==> src/rtl/spec_add_recover.sv <==
// Carry-speculative block adder: each block guesses its carry-in from the top bits of the
// block below, then correction passes repair wrong guesses until the carries agree.
module spec_add_recover #(
  parameter int WIDTH = 16,
  parameter int BLK   = 4,
  parameter int CNT_W = 16,
  localparam int NB   = WIDTH / BLK,
  localparam int FW   = $clog2(NB) + 1
) (
  input  logic             clk,
  input  logic             rst,
  input  logic             in_valid,
  output logic             in_ready,
  input  logic [WIDTH-1:0] a,
  input  logic [WIDTH-1:0] b,
  input  logic             cin,
  output logic             out_valid,
  input  logic             out_ready,
  output logic [WIDTH-1:0] sum,
  output logic             cout,
  output logic             spec_err,
  output logic [FW-1:0]    fix_cnt,
  output logic [CNT_W-1:0] op_cnt,
  output logic [CNT_W-1:0] err_cnt
);

  localparam logic [1:0] S_IDLE = 2'd0;
  localparam logic [1:0] S_EVAL = 2'd1;
  localparam logic [1:0] S_DONE = 2'd2;

  logic [1:0]       r_state;
  logic [WIDTH-1:0] r_a;
  logic [WIDTH-1:0] r_b;
  logic [NB-1:0]    r_spec;
  logic [WIDTH-1:0] r_sum;
  logic             r_cout;
  logic [FW-1:0]    r_fix_cnt;
  logic [CNT_W-1:0] r_op_cnt;
  logic [CNT_W-1:0] r_err_cnt;

  logic [NB-1:0]    w_spec_init;
  logic [WIDTH-1:0] w_sum;
  logic [NB-1:0]    w_co;
  logic [NB-1:0]    w_err;
  logic             w_mismatch;

  function automatic logic [CNT_W-1:0] sat_inc(input logic [CNT_W-1:0] v);
    return (&v) ? v : v + CNT_W'(1);
  endfunction

  // Initial guess: a block carries in when both top bits of the block below are set.
  always_comb begin
    w_spec_init    = '0;
    w_spec_init[0] = cin;
    for (int k = 1; k < NB; k++) begin
      w_spec_init[k] = a[k*BLK-1] & b[k*BLK-1];
    end
  end

  always_comb begin
    w_sum = '0;
    w_co  = '0;
    w_err = '0;
    for (int k = 0; k < NB; k++) begin
      {w_co[k], w_sum[k*BLK +: BLK]} = {1'b0, r_a[k*BLK +: BLK]} + {1'b0, r_b[k*BLK +: BLK]}
                                       + {{BLK{1'b0}}, r_spec[k]};
    end
    for (int k = 1; k < NB; k++) begin
      w_err[k] = w_co[k-1] ^ r_spec[k];
    end
  end

  assign w_mismatch = |w_err;

  // Operand and guess registers; a wrong guess flips to the real carry from below.
  always_ff @(posedge clk) begin
    if (r_state == S_IDLE && in_valid) begin
      r_a    <= a;
      r_b    <= b;
      r_spec <= w_spec_init;
    end else if (r_state == S_EVAL) begin
      r_spec <= r_spec ^ w_err;
    end
  end

  always_ff @(posedge clk) begin
    if (rst) begin
      r_state   <= S_IDLE;
      r_sum     <= '0;
      r_cout    <= 1'b0;
      r_fix_cnt <= '0;
      r_op_cnt  <= '0;
      r_err_cnt <= '0;
    end else begin
      case (r_state)
        S_IDLE: begin
          if (in_valid) begin
            r_fix_cnt <= '0;
            r_state   <= S_EVAL;
          end
        end
        S_EVAL: begin
          r_sum <= w_sum;
          if (w_mismatch) begin
            r_fix_cnt <= r_fix_cnt + FW'(1);
          end else begin
            r_cout  <= w_co[NB-1];
            r_state <= S_DONE;
          end
        end
        S_DONE: begin
          if (out_ready) begin
            r_state  <= S_IDLE;
            r_op_cnt <= sat_inc(r_op_cnt);
            if (r_fix_cnt != '0) r_err_cnt <= sat_inc(r_err_cnt);
          end
        end
        default: r_state <= S_IDLE;
      endcase
    end
  end

  assign in_ready  = (r_state == S_IDLE);
  assign out_valid = (r_state == S_DONE);
  assign sum       = r_sum;
  assign cout      = r_cout;
  assign fix_cnt   = r_fix_cnt;
  assign spec_err  = (r_fix_cnt != '0);
  assign op_cnt    = r_op_cnt;
  assign err_cnt   = r_err_cnt;

endmodule

==> config.mk <==
export PLATFORM = sky130hd
export DESIGN_NAME = spec_add_recover
export DESIGN_NICKNAME = d
export VERILOG_FILES = /design/src/rtl/spec_add_recover.sv
export SDC_FILE = /design/constraint.sdc
export NUM_CORES = 1
export LEC_CHECK = 0
export ABC_CLOCK_PERIOD_IN_PS = 2900
export BUFFER_PORTS_ARGS = -buffer_cell sky130_fd_sc_hd__buf_2
export CORE_ASPECT_RATIO = 0.6
export CORE_MARGIN = 2
export CORE_UTILIZATION = 54
export CTS_CLUSTER_DIAMETER = 120
export DETAILED_ROUTE_END_ITERATION = 12
export PLACE_DENSITY = 0.8
export SYNTH_ARGS = -nofsm -noshare
export SYNTH_HDL_FRONTEND = slang
export SYNTH_SLANG_ARGS = --single-unit
==> constraint.sdc <==
create_clock -name clk -period 2.9 [get_ports clk]
set_input_delay 0.58 -clock clk [delete_from_list [all_inputs] [get_ports clk]]
set_output_delay 0.58 -clock clk [all_outputs]
set_load 0.03 [all_outputs]
== Yosys cells after proc, flatten, opt, wreduce, memory -nomap -nowiden ==
Index checks and enable logic that the tools add are counted.
W data, S select, Z words.

* Register bits after elaboration: 90
* Bits of input ports: 37
* Output and inout bits: 55

* $add $sub $neg: 11
* Eq/ne operators: 6
* Mux-type cells: 9
* Bitwise gates (word level): 10
* Reduce and logical (&&, ||, !) cells: 13

{| class="wikitable"
|+ Operator list
! operator !! number
|-
| $add A16 B1 Y16 const B || 2
|-
| $reduce_and A16 Y1 || 2
|-
| $add A4 B4 Y5 || 4
|-
| $add A5 B1 Y5 || 4
|-
| $reduce_and A3 Y1 || 3
|-
| $mux W4 || 2
|-
| $mux W2 || 3
|-
| $mux W3 || 2
|-
| $ne A2 B2 Y1 const B || 3
|-
| $pmux W2 S3 || 1
|-
| $pmux W3 S2 || 1
|-
| $reduce_and A4 Y1 || 1
|-
| $reduce_bool A2 Y1 || 2
|-
| $xor A4 B4 Y4 || 1
|-
| $add A3 B1 Y3 const B || 1
|-
| $and A1 B1 Y1 || 3
|-
| $not A1 Y1 || 3
|-
| $reduce_bool A3 Y1 || 1
|-
| $reduce_or A3 Y1 || 1
|-
| $xor A1 B1 Y1 || 3
|-
| $eq A2 B1 Y1 const B || 1
|-
| $eq A2 B2 Y1 const B || 1
|-
| $logic_not A2 Y1 || 1
|-
| $ne A2 B1 Y1 const B || 1
|-
| other kinds (2) || 2
|}

== Logic depth before layout (Yosys ltp) ==
Gate-level depths: netlist of the first run.

* Depth in word-level cells: 6
* Depth in mapped cells: 9
* Depth with buffers taken out: 9

== Worst setup path after synthesis of the first run ==
OpenSTA, ideal clock, no wires.

* Path kind: flip-flop to flip-flop
* From: reg r_a[0]
* To: reg r_fix_cnt[1], in the netlist fix_cnt[1]
* Library setup time: 128 ps
* Data arrival time: 2,274 ps
* Slack: 498 ps
* Cell stages (with the launch flop): 10
* Clock period less this slack: 2,402 ps
* Cells stage by stage: edfxtp_1 inv_1 fa_1 fa_1 nand2b_1 a21oi_1 xnor2_1 o31ai_2 mux2i_1 nor2_1

* Word-level cells in the longest chain between the ends: 6

{| class="wikitable"
|+ Ends and longest elaborated chain
! item !! RTL line !! text
|-
| from (decl) || 32 || <nowiki>logic [WIDTH-1:0] r_a;</nowiki>
|-
| from (signal assigned) || 78 || <nowiki>r_a <= a;</nowiki>
|-
| $add A4 B4 Y5 || 65 || <nowiki>{w_co[k], w_sum[k*BLK +: BLK]} = {1'b0, r_a[k*BLK +: BLK]} + {1'b0, r_b[k*BLK +: BLK]}</nowiki>
|-
| $add A5 B1 Y5 || 66 || <nowiki>+ {{BLK{1'b0}}, r_spec[k]};</nowiki>
|-
| $xor A1 B1 Y1 || 69 || <nowiki>w_err[k] = w_co[k-1] ^ r_spec[k];</nowiki>
|-
| $reduce_or A3 Y1 || 73 || <nowiki>assign w_mismatch = |w_err;</nowiki>
|-
| $ne A2 B2 Y1 (no source line) || - ||
|-
| $reduce_and A3 Y1 (no source line) || - ||
|-
| to (signal assigned) || 105 || <nowiki>r_fix_cnt <= r_fix_cnt + FW'(1);</nowiki>
|-
| to (decl) || 37 || <nowiki>logic [FW-1:0] r_fix_cnt;</nowiki>
|}

No other way between the ends.
A chain may end at the register's enable or synchronous reset.

== Final worst setup path of the first run ==
Ends and elaborated chain as after synthesis.

==> results of run 1 <==
==> cells by family after synthesis <==
logic type / count (synthesis) / share of synthesized area
AO/OA/AOI/OAI: 54 / 0.0823
XOR/XNOR: 32 / 0.0693
adder cells (fa/ha/maj): 24 / 0.0891
buffers and inverters: 41 / 0.0390
flip-flops: 90 / 0.534
multiplexers: 2 / 0.00495
AND/OR/NAND/NOR: 147 / 0.181
==> power by group <==
part / switching [mW] / total [mW] / internal, mW
combinational: 0.373 / 0.585 / 0.212
clock: 0.439 / 1.13 / 0.687
sequential: 0.0441 / 1.48 / 1.43
total: 0.855 / 3.19 / 2.33
==> placed cells by master, fill, tap and decap left out, types with 4 or more instances in the layout <==
master and n:
dfxtp_1 54, xor2_1 13, fa_1 8, nand2_1 26
a21oi_1 27, inv_1 30, clkbuf_16 9, and3_1 4
a21o_1 6, nand2b_1 9, nor3_1 7, ha_1 16
buf_2 91, xnor2_1 19, o21ai_0 5, or3_1 4
nor2_1 54, buf_4 4, edfxtp_1 36, nand3_1 18
a211oi_1 10, nand4_1 5
==> sequential cells by signal, indices dropped and copies added, names as in the netlist <==
signal   count
r_spec       4
err_cnt     16
r_b         16
r_a         16
sum         16
r_state      2
op_cnt      16
fix_cnt      3
cout         1
==> layout make-up <==
class / count / area, µm² / share of cell area
clock inverters: 3 / 38.8 / 0.00790
well taps: 104 / 130 / 0.0265
multi-input cells: 259 / 1730 / 0.352
inverters: 30 / 113 / 0.0229
repair buffers: 95 / 485 / 0.0989
flip-flops and latches: 90 / 2160 / 0.441
clock buffers: 13 / 250 / 0.0510
==> layer usage <==
layer,share of wire,vias to the layer above
li1,-,1527
met3,0.050,8
met1,0.47,1446
met5,0,-
met2,0.47,69
met4,0.0071,0
==> through the flow <==
stage / hold slack, ns / setup TNS [ns] / instances / worst slack [ns]
floorplan: 0.580 / 0 / 390 / 0.498
global route: 0.401 / -0.0642 / 594 / -0.0359
detailed placement: 0.445 / 0 / 578 / 0.183
global placement: 0.439 / 0 / 578 / 0.317
finish: 0.417 / 0 / 594 / 0.191
CTS: 0.403 / 0 / 594 / 0.178
==> worst register-to-register path: cells and delay by family, from the launching register on <==
kind / cells / cell delay [ns]
flops: 1 / 0.32
buf+inv: 1 / 0.05
mux: 1 / 0.25
xor+xnor: 1 / 0.16
fa+ha+maj: 2 / 0.85
simple gates: 2 / 0.22
compound gates: 2 / 0.71
==> timing repair <==
item | in CTS | in global routing
endpoints found under the setup margin | 0 | 2
hold buffers | 0 | 0
resized for setup | 0 | 0
==> worst max path at each step <==
stage / from / end / slack, ns / cells past startpoint
after CTS: r_a[0]$_DFFE_PP_ / fix_cnt[1]$_SDFFE_PP0P_ / 0.18 / 9
after global routing: r_a[0]$_DFFE_PP_ / fix_cnt[1]$_SDFFE_PP0P_ / -0.04 / 9
after detailed placement: r_a[0]$_DFFE_PP_ / fix_cnt[1]$_SDFFE_PP0P_ / 0.18 / 9
after global placement: r_a[0]$_DFFE_PP_ / fix_cnt[1]$_SDFFE_PP0P_ / 0.32 / 9
final: r_a[0]$_DFFE_PP_ / fix_cnt[1]$_SDFFE_PP0P_ / 0.19 / 9
after floorplan: r_a[0]$_DFFE_PP_ / fix_cnt[1]$_SDFFE_PP0P_ / 0.50 / 9
==> results.toml, run 1 <==
[sta]
fin_skew_ns = 0.00819
slew_viol_final = 0
finalCritPeriodShare = 0.934
period_needed_ns = 2.71
rsz0062_at_grt = "yes"
relSlewSlack = 0.551
setup_viol = 0
worst_pin_slew_ns = 0.674
finalHoldViolCount = 0
max_freq_mhz = 369

[global_routing]
grt_use_total = 0.210
grt.busiest_layer = "met2"
grt_pass1_vias = 2906
grt_max_degree = 36
grtUsageMet1 = 0.286
grt_antenna_before_repair = 0
grt_pass1_wl_um = 13400
grt-ovfl-total = 0
grt_use_met3 = 0.0651
gr-usage-met2 = 0.328

[synth]
yosysSeqAreaShare = 0.534
synthArstFlopShare = 0
syn-cell-area_um2 = 4050
yosys_register_bits = 90
synth_common_cells = "dfxtp_1 (54), nor2_1 (54), edfxtp_1 (36), inv_1 (30), a21oi_1 (27)"
synth_nets = 451
synth-main-ff-cell = "dfxtp_1"
ys_types = 40
yosys_warnings = 0
synth_enable_flop_cells = 36
syn_inst = 390
synth_top_cells_by_area = "dfxtp_1 (27%), edfxtp_1 (27%), nor2_1 (5.0%)"
postSynthAreaPerCell_um2 = 10.4
synth_top_area_share = 0.267
synth.largest_area_cell = "dfxtp_1"

[run]
drv_cap = 0

[clock_network]
cts_max_level = 3
postCtsSetupBuffers = 0
cts_buffer_depth = 2
clock-root-buffer = "clkbuf_16"
cts_tree = "done"
path_clk_slew_ns = 0.06
clk_latency_ns = 0.34
cts_made_buffers = 9
clock-sinks = 90

[worst_setup_path]
arrival_ns = 2.90
r2r_slack_ns = 0.19
path_cells = "inv_1 -> fa_1 -> fa_1 -> nand2b_1 -> a21oi_1 -> xnor2_1 -> o31ai_2 -> mux2i_1 -> nor2_1"
worst_path_dominant_cell_family = "adder cells"
cp_max_fo = 6
timing.rr.start = "r_a[0]$_DFFE_PP_"
criticalPathCategory = "flop to flop"
endpoint_kind = "flop"
crit_buf_inv = 1
cp_slowest_cell = "o31ai_2"
rr_worst_depth = 9
slowest_delay_ns = 0.48
crit_top_cell = "fa_1"
startpoint_type = "flop"
cp_data_required_time_ns = 3.09
reg2reg_to = "fix_cnt[1]$_SDFFE_PP0P_"

[min_path]
whs_path_depth = 1
holdPathEnd = "r_b[6]$_DFFE_PP_"
hold_path.class = "input pin to flop"
holdCritStartpoint = "b[6]"

[route]
drt_first_iter_violations = 185
wl_um = 8060
dr.pass1.iters = 4
detailroute.via_count = 3050
avgRoutedWirePerCell_um = 13.6
final_antenna_net_count = 0
viasPerCell = 5.13
drcViolationCount = 0

[floorplan]
io_pins = 92
coreArea_um2 = 7270
dieHeight_um = 71.0
start_util = 0.557
rows = 24
die_w_um = 116
fp.dieArea_um2 = 8220

[power]
finalPower_mw = 3.19
peakVddDrop_mv = 0.542
p_per_area_nw_per_um2 = 650
leakage_nw = 2.13

[placed_design]
gp_congestion = 0.860
dp_hpwl_um = 6070
io_buffers = 91
place_area_um2 = 4620

[layout]
drive_gt1_frac = 0.237
final_area_um2 = 4910
antennaDiodeCount = 0
nFillCells = 610
area_growth_pct = 21.3
final_nets = 546
fin_util = 0.675

[outcome]
status = "completed"
No activity file was read; power rests on OpenSTA's default activity.
==> run 2, diff against run 1 <==
==> config.mk (replaced) <==
export PLATFORM = sky130hd
export DESIGN_NAME = spec_add_recover
export DESIGN_NICKNAME = d
export VERILOG_FILES = /design/src/rtl/spec_add_recover.sv
export SDC_FILE = /design/constraint.sdc
export NUM_CORES = 1
export LEC_CHECK = 0
export ABC_CLOCK_PERIOD_IN_PS = 3200
export BUFFER_PORTS_ARGS = -buffer_cell sky130_fd_sc_hd__buf_2
export CORE_ASPECT_RATIO = 0.6
export CORE_MARGIN = 2
export CORE_UTILIZATION = 58
export CTS_CLUSTER_DIAMETER = 120
export DETAILED_ROUTE_END_ITERATION = 12
export PLACE_DENSITY = 0.85
export SYNTH_ARGS = -nofsm -noshare
export SYNTH_HDL_FRONTEND = slang
export SYNTH_SLANG_ARGS = --single-unit
==> constraint.sdc (replaced) <==
create_clock -name clk -period 3.2 [get_ports clk]
set_input_delay 0.64 -clock clk [delete_from_list [all_inputs] [get_ports clk]]
set_output_delay 0.64 -clock clk [all_outputs]
set_load 0.03 [all_outputs]
==> run 2 against run 1 <==
  * Combinational power shrank 9.7%
  * Sequential share of layout area rose by 0.20 points
  * Flip-flop and latch count is the same
  * Utilization grew 5.3 points
  * Hold slack better by 0.040 ns
  * Count of clock-buffer cells in the layout fell by 3
  * Final area shrank 0.46%
  * Global-route usage grew 1.6 points
  * Critical path depth unchanged
  * Clock power shrank 8%
  * First-iteration DRC count grew 3.8%
  * Critical path type unchanged
==> results.toml, run 2 (same netlist as run 1, synthesis figures left out) <==
[placed_design]
gp_congestion = 0.779
io_buffers = 91
dp_slack_ns = 0.440
dp_hpwl_um = 6120
place_area_um2 = 4590

[worst_setup_path]
cp_slowest_cell = "nor4_1"
arrival_ns = 2.99
cp_data_required_time_ns = 3.45
criticalPathCategory = "flop to flop"
startpoint_type = "flop"
crit_top_cell = "fa_1"
endpoint_kind = "flop"
path_cells = "inv_1 -> fa_1 -> fa_1 -> nand2b_1 -> a21oi_1 -> xnor2_1 -> nor4_1 -> nor2_1 -> a211oi_1"
slowest_delay_ns = 0.53
cp_max_fo = 3

[layout]
fin_util = 0.728
final_area_um2 = 4880
antennaDiodeCount = 0
drive_gt1_frac = 0.241
mostFrequentLayoutCell = "buf_2"
area_growth_pct = 20.8
final_nets = 545
final_cell_mix = "buf_2 (91), nor2_1 (54), dfxtp_1 (54), edfxtp_1 (36), inv_1 (30)"

[route]
drt_first_iter_violations = 192
avgRoutedWirePerCell_um = 14.7
detailroute.via_count = 3075
wl_um = 8460
dr.pass1.iters = 4
final_antenna_net_count = 0
viasPerCell = 5.34
drcViolationCount = 0

[sta]
max_freq_mhz = 365
relSlewSlack = 0.575
rsz0062_at_grt = "no"
setup_viol = 0
fin_tns_setup_ns = 0
worst_pin_slew_ns = 0.636
period_needed_ns = 2.74
fin_skew_ns = 0.00560
finalCritPeriodShare = 0.857
setup_ws_ns = 0.458
finalHoldViolCount = 0
slew_viol_final = 0

[clock_network]
cts_resized = 0
ctsHoldBuffers = 0
postCtsSetupBuffers = 0
cts_buffer_depth = 2
cts_made_buffers = 9
path_clk_slew_ns = 0.06
cts_tree = "done"
clock-sinks = 90
cts_max_level = 3
clk_latency_ns = 0.34
clock-root-buffer = "clkbuf_16"

[global_routing]
grt-ovfl-total = 0
grt_max_degree = 33
grt_pass1_wl_um = 13100
grt_use_total = 0.227
grt_antenna_before_repair = 0
grt_pass1_vias = 2838

[outcome]
status = "completed"

[run]
drv_cap = 0

[floorplan]
die_w_um = 112
io_pins = 92
rows = 23
start_util = 0.603
coreArea_um2 = 6710
fp.dieArea_um2 = 7680
dieHeight_um = 68.7

[power]
peakVddDrop_mv = 0.436
p_clk_frac = 0.356
p_int_mw = 2.11
leakage_nw = 2.13
p_sw_frac = 0.275
p_per_area_nw_per_um2 = 595
pwr-share-comb = 0.182
power_switching_mw = 0.799
pwr-share-seq = 0.462

[min_path]
hold_path.class = "flop to flop"
[run 2: cell count changes in the layout (fill, tap and decap cells not counted)]
cell / before / now
buf_4: 4 / 3
clkbuf_1: 3 / 0
clkinv_2: 1 / 3
clkinvlp_4: 0 / 1
[run 2: critical path, delay by kind of cell, from the launching register on]
family / cells / cell delay (ns)
AO/OA/AOI/OAI: 2 / 0.47
XOR/XNOR: 1 / 0.16
adder cells (fa/ha/maj): 2 / 0.83
buffers and inverters: 1 / 0.06
flip-flops: 1 / 0.33
AND/OR/NAND/NOR: 3 / 0.80
[run 2: through the flow]
| step | hold slack (ns) | std cells | power (mW) |
|---|---|---|---|
| detailed placement | 0.445 | 560 | 1.89 |
| global route | 0.458 | 576 | 3.04 |
| global placement | 0.439 | 560 | 1.87 |
| finish | 0.458 | 576 | 2.90 |
| floorplan | 0.580 | 390 | 1.74 |
| CTS | 0.458 | 576 | 2.93 |
[run 2: layout make-up]
class                      instances  area [µm²]
timing repair buffer              94         478
inverter                          30         113
multi-input combinational        259        1730
clock inverter                     6        56.3
clock buffer                      10         239
tap                               87         109
sequential                        90        2160
fill                             494        1820
[run 2: worst paths after layout]
path	slack [ns]	cells after the start	end	from
setup / recovery	0.46	9	cout$_SDFFE_PP0P_	r_a[0]$_DFFE_PP_
setup reg to reg	0.46	9	cout$_SDFFE_PP0P_	r_a[0]$_DFFE_PP_
hold reg to reg	0.46	2	sum[6]$_SDFFE_PP0P_	sum[6]$_SDFFE_PP0P_
hold / removal	0.46	2	sum[6]$_SDFFE_PP0P_	sum[6]$_SDFFE_PP0P_
[run 2: power groups by stage]
stage               clock network [mW]  logic, mW  registers [mW]
floorplan                            0      0.306            1.43
global placement                     0      0.508            1.36
detailed placement                   0      0.531            1.36
CTS                               1.05      0.533            1.34
global route                      1.11      0.586            1.35
finish                            1.04      0.528            1.34
[run 2: metal layers]
metal  up-vias  wire (µm)  GRT usage
met5         -          0          0
li1       1526          -          -
met1      1433       3820      0.279
met3        19        472     0.0673
met2        97       4010      0.383
met4         0        162      0.100
==> run 3, diff against run 2 <==
--- a/config.mk
+++ b/config.mk
@@ -5,11 +5,12 @@
 export SDC_FILE = /design/constraint.sdc
 export NUM_CORES = 1
 export LEC_CHECK = 0
+export ABC_AREA = 1
 export ABC_CLOCK_PERIOD_IN_PS = 3200
 export BUFFER_PORTS_ARGS = -buffer_cell sky130_fd_sc_hd__buf_2
 export CORE_ASPECT_RATIO = 0.6
 export CORE_MARGIN = 2
-export CORE_UTILIZATION = 58
+export CORE_UTILIZATION = 59
 export CTS_CLUSTER_DIAMETER = 120
 export DETAILED_ROUTE_END_ITERATION = 12
 export PLACE_DENSITY = 0.85
==> run 3 against run 2 <==
  * Area after synthesis is 9.9% higher
  * Largest cell class unchanged
  * Largest power group unchanged
  * Power is 3.9% higher
  * Critical endpoint is now fix_cnt[0]$_SDFFE_PP0P_
  * Critical path depth is 5 higher
  * Via count is 17% higher
  * Cell count is 22% higher
  * Register-to-register slack better by 0.42 ns
  * Hold slack better by 0.0081 ns
  * Non-clock buffer count is 1 higher
  * Combinational power is 6.4% lower
==> results.toml, run 3 <==
[synth]
synth_nets = 563
synth_top_area_share = 0.243
syn_inst = 502
postSynthAreaPerCell_um2 = 8.86
yosys_register_bits = 90
synth_top_cells_by_area = "dfxtp_1 (24%), edfxtp_1 (24%), nand2_1 (9.1%)"
synthArstFlopShare = 0
syn-cell-area_um2 = 4450
ys_types = 31
synth.largest_area_cell = "dfxtp_1"
synth_enable_flop_cells = 36
synth_common_cells = "nand2_1 (108), dfxtp_1 (54), inv_1 (52), nor2_1 (48), a21oi_1 (46)"
yosys_warnings = 0
synth-main-ff-cell = "dfxtp_1"
synth.most_common_cell = "nand2_1"
yosysSeqAreaShare = 0.486

[route]
final_antenna_net_count = 0
detailroute.via_count = 3599
dr.pass1.iters = 5
avgRoutedWirePerCell_um = 13.3
drcViolationCount = 0
viasPerCell = 5.11
wl_um = 9390
drt_first_iter_violations = 288

[clock_network]
clk_latency_ns = 0.34
postCtsSetupBuffers = 0
clock-sinks = 90
cts_buffer_depth = 2
ctsHoldBuffers = 0
cts_made_buffers = 9
clock-root-buffer = "clkbuf_16"
cts_tree = "done"
path_clk_slew_ns = 0.06
cts_resized = 0
cts_max_level = 3

[min_path]
hold_path.class = "flop to flop"
whs_path_depth = 2
holdPathEnd = "cout$_SDFFE_PP0P_"
holdCritStartpoint = "cout$_SDFFE_PP0P_"

[global_routing]
grt_use_total = 0.238
grt_max_degree = 35
grt_pass1_vias = 3395
grt-ovfl-total = 0
grt_pass1_wl_um = 15300
grt_antenna_before_repair = 0

[sta]
finalCritPeriodShare = 0.725
max_freq_mhz = 431
period_needed_ns = 2.32
finalHoldViolCount = 0
fin_tns_setup_ns = 0
setup_viol = 0
relSlewSlack = 0.471
rsz0062_at_grt = "no"
whs_ns = 0.466
setup_ws_ns = 0.879
worst_pin_slew_ns = 0.793
fin_skew_ns = 0.00509
slew_viol_final = 0

[layout]
final_area_um2 = 5320
final_cell_mix = "nand2_1 (108), buf_2 (91), dfxtp_1 (54), inv_1 (52), nor2_1 (47)"
nFillCells = 572
seq_area_um2 = 2160
antennaDiodeCount = 0
mostFrequentLayoutCell = "nand2_1"
drive_gt1_frac = 0.225
final_nets = 656
area_growth_pct = 19.7
multi_input_area_um2 = 2000

[floorplan]
coreArea_um2 = 7270
start_util = 0.612
rows = 24
fp.dieArea_um2 = 8270
die_w_um = 116
dieHeight_um = 71.2
io_pins = 92

[worst_setup_path]
cp-startpoint = "r_spec[1]$_DFFE_PN_"
criticalPathCategory = "flop to flop"
timing.rr.start = "r_spec[1]$_DFFE_PN_"
reg2reg_to = "fix_cnt[0]$_SDFFE_PP0P_"
cp_max_fo = 7
r2r_slack_ns = 0.88
startpoint_type = "flop"
cp_data_required_time_ns = 3.48
rr_worst_depth = 14
endpoint_kind = "flop"
arrival_ns = 2.60

[power]
p_per_area_nw_per_um2 = 567
pwr-share-seq = 0.440
p_int_mw = 2.23
leakage_nw = 2.42
p_clk_frac = 0.397
p_sw_frac = 0.260
peakVddDrop_mv = 0.395
pwr-share-comb = 0.164
power_switching_mw = 0.786

[placed_design]
place_area_um2 = 4980
io_buffers = 91
dp_slack_ns = 0.914
dp_hpwl_um = 6880
gp_congestion = 0.923

[outcome]
status = "completed"

[run]
drv_cap = 0
run 3: cells by family after synthesis:
| group | count (synthesis) | synth area share |
|---|---|---|
| AOI/OAI and AO/OA | 77 | 0.0934 |
| xor gates and xnor gates | 32 | 0.0630 |
| adders and majority gates | 24 | 0.0811 |
| buffers and inverters | 68 | 0.0653 |
| DFF | 90 | 0.486 |
| and+or+nand+nor | 211 | 0.211 |
run 3: worst max-delay path: stages, from the launching register on:
cell and delay [ns]:
edfxtp_1 0.35, inv_1 0.08, fa_1 0.42, fa_1 0.42, inv_1 0.07, nand2_1 0.04
nand2_1 0.08, nand2_1 0.09, nand2_1 0.07, nand2_1 0.06, nand3_1 0.11, nand2_1 0.17
nand3_1 0.12, nand2_1 0.06, nor2_1 0.11
run 3: power groups by stage:
stage / registers [mW] / logic (mW) / clock network (mW)
after floorplan: 1.42 / 0.280 / 0
after global routing: 1.34 / 0.549 / 1.27
after detailed placement: 1.35 / 0.495 / 0
after global placement: 1.35 / 0.477 / 0
after CTS: 1.33 / 0.498 / 1.22
final: 1.33 / 0.494 / 1.20
run 3: how the worst max path moves through the flow:
stage	end	slack (ns)	cells after the start
after CTS	fix_cnt[0]$_SDFFE_PP0P_	0.88	14
final	fix_cnt[0]$_SDFFE_PP0P_	0.88	14
after detailed placement	fix_cnt[0]$_SDFFE_PP0P_	0.91	14
after floorplan	r_spec[2]$_DFFE_PN_	1.04	4
after global placement	r_a[15]$_DFFE_PP_	0.97	4
after global routing	fix_cnt[0]$_SDFFE_PP0P_	0.62	14
run 3: per-layer routing:
layer,up-vias,share of wire,GRT usage
li1,1815,-,-
met1,1668,0.47,0.318
met2,102,0.47,0.386
met3,14,0.051,0.0482
met4,0,0.014,0.0913
met5,-,0,0
run 3: cell type report:
cell class                 instances  share of cell area
sequential                        90               0.406
multi-input combinational        344               0.375
inverter                          55              0.0388
tap                              104              0.0244
clock inverter                     6              0.0195
timing repair buffer              95              0.0912
clock buffer                      10              0.0449
run 3: metrics by stage:
stage	std cells	total power [mW]	utilization
4_1_cts	704	3.04	0.732
3_3_place_gp	688	1.82	0.685
6_report	704	3.02	0.732
5_1_grt	704	3.15	0.732
3_5_place_dp	688	1.85	0.685
2_1_floorplan	502	1.70	-
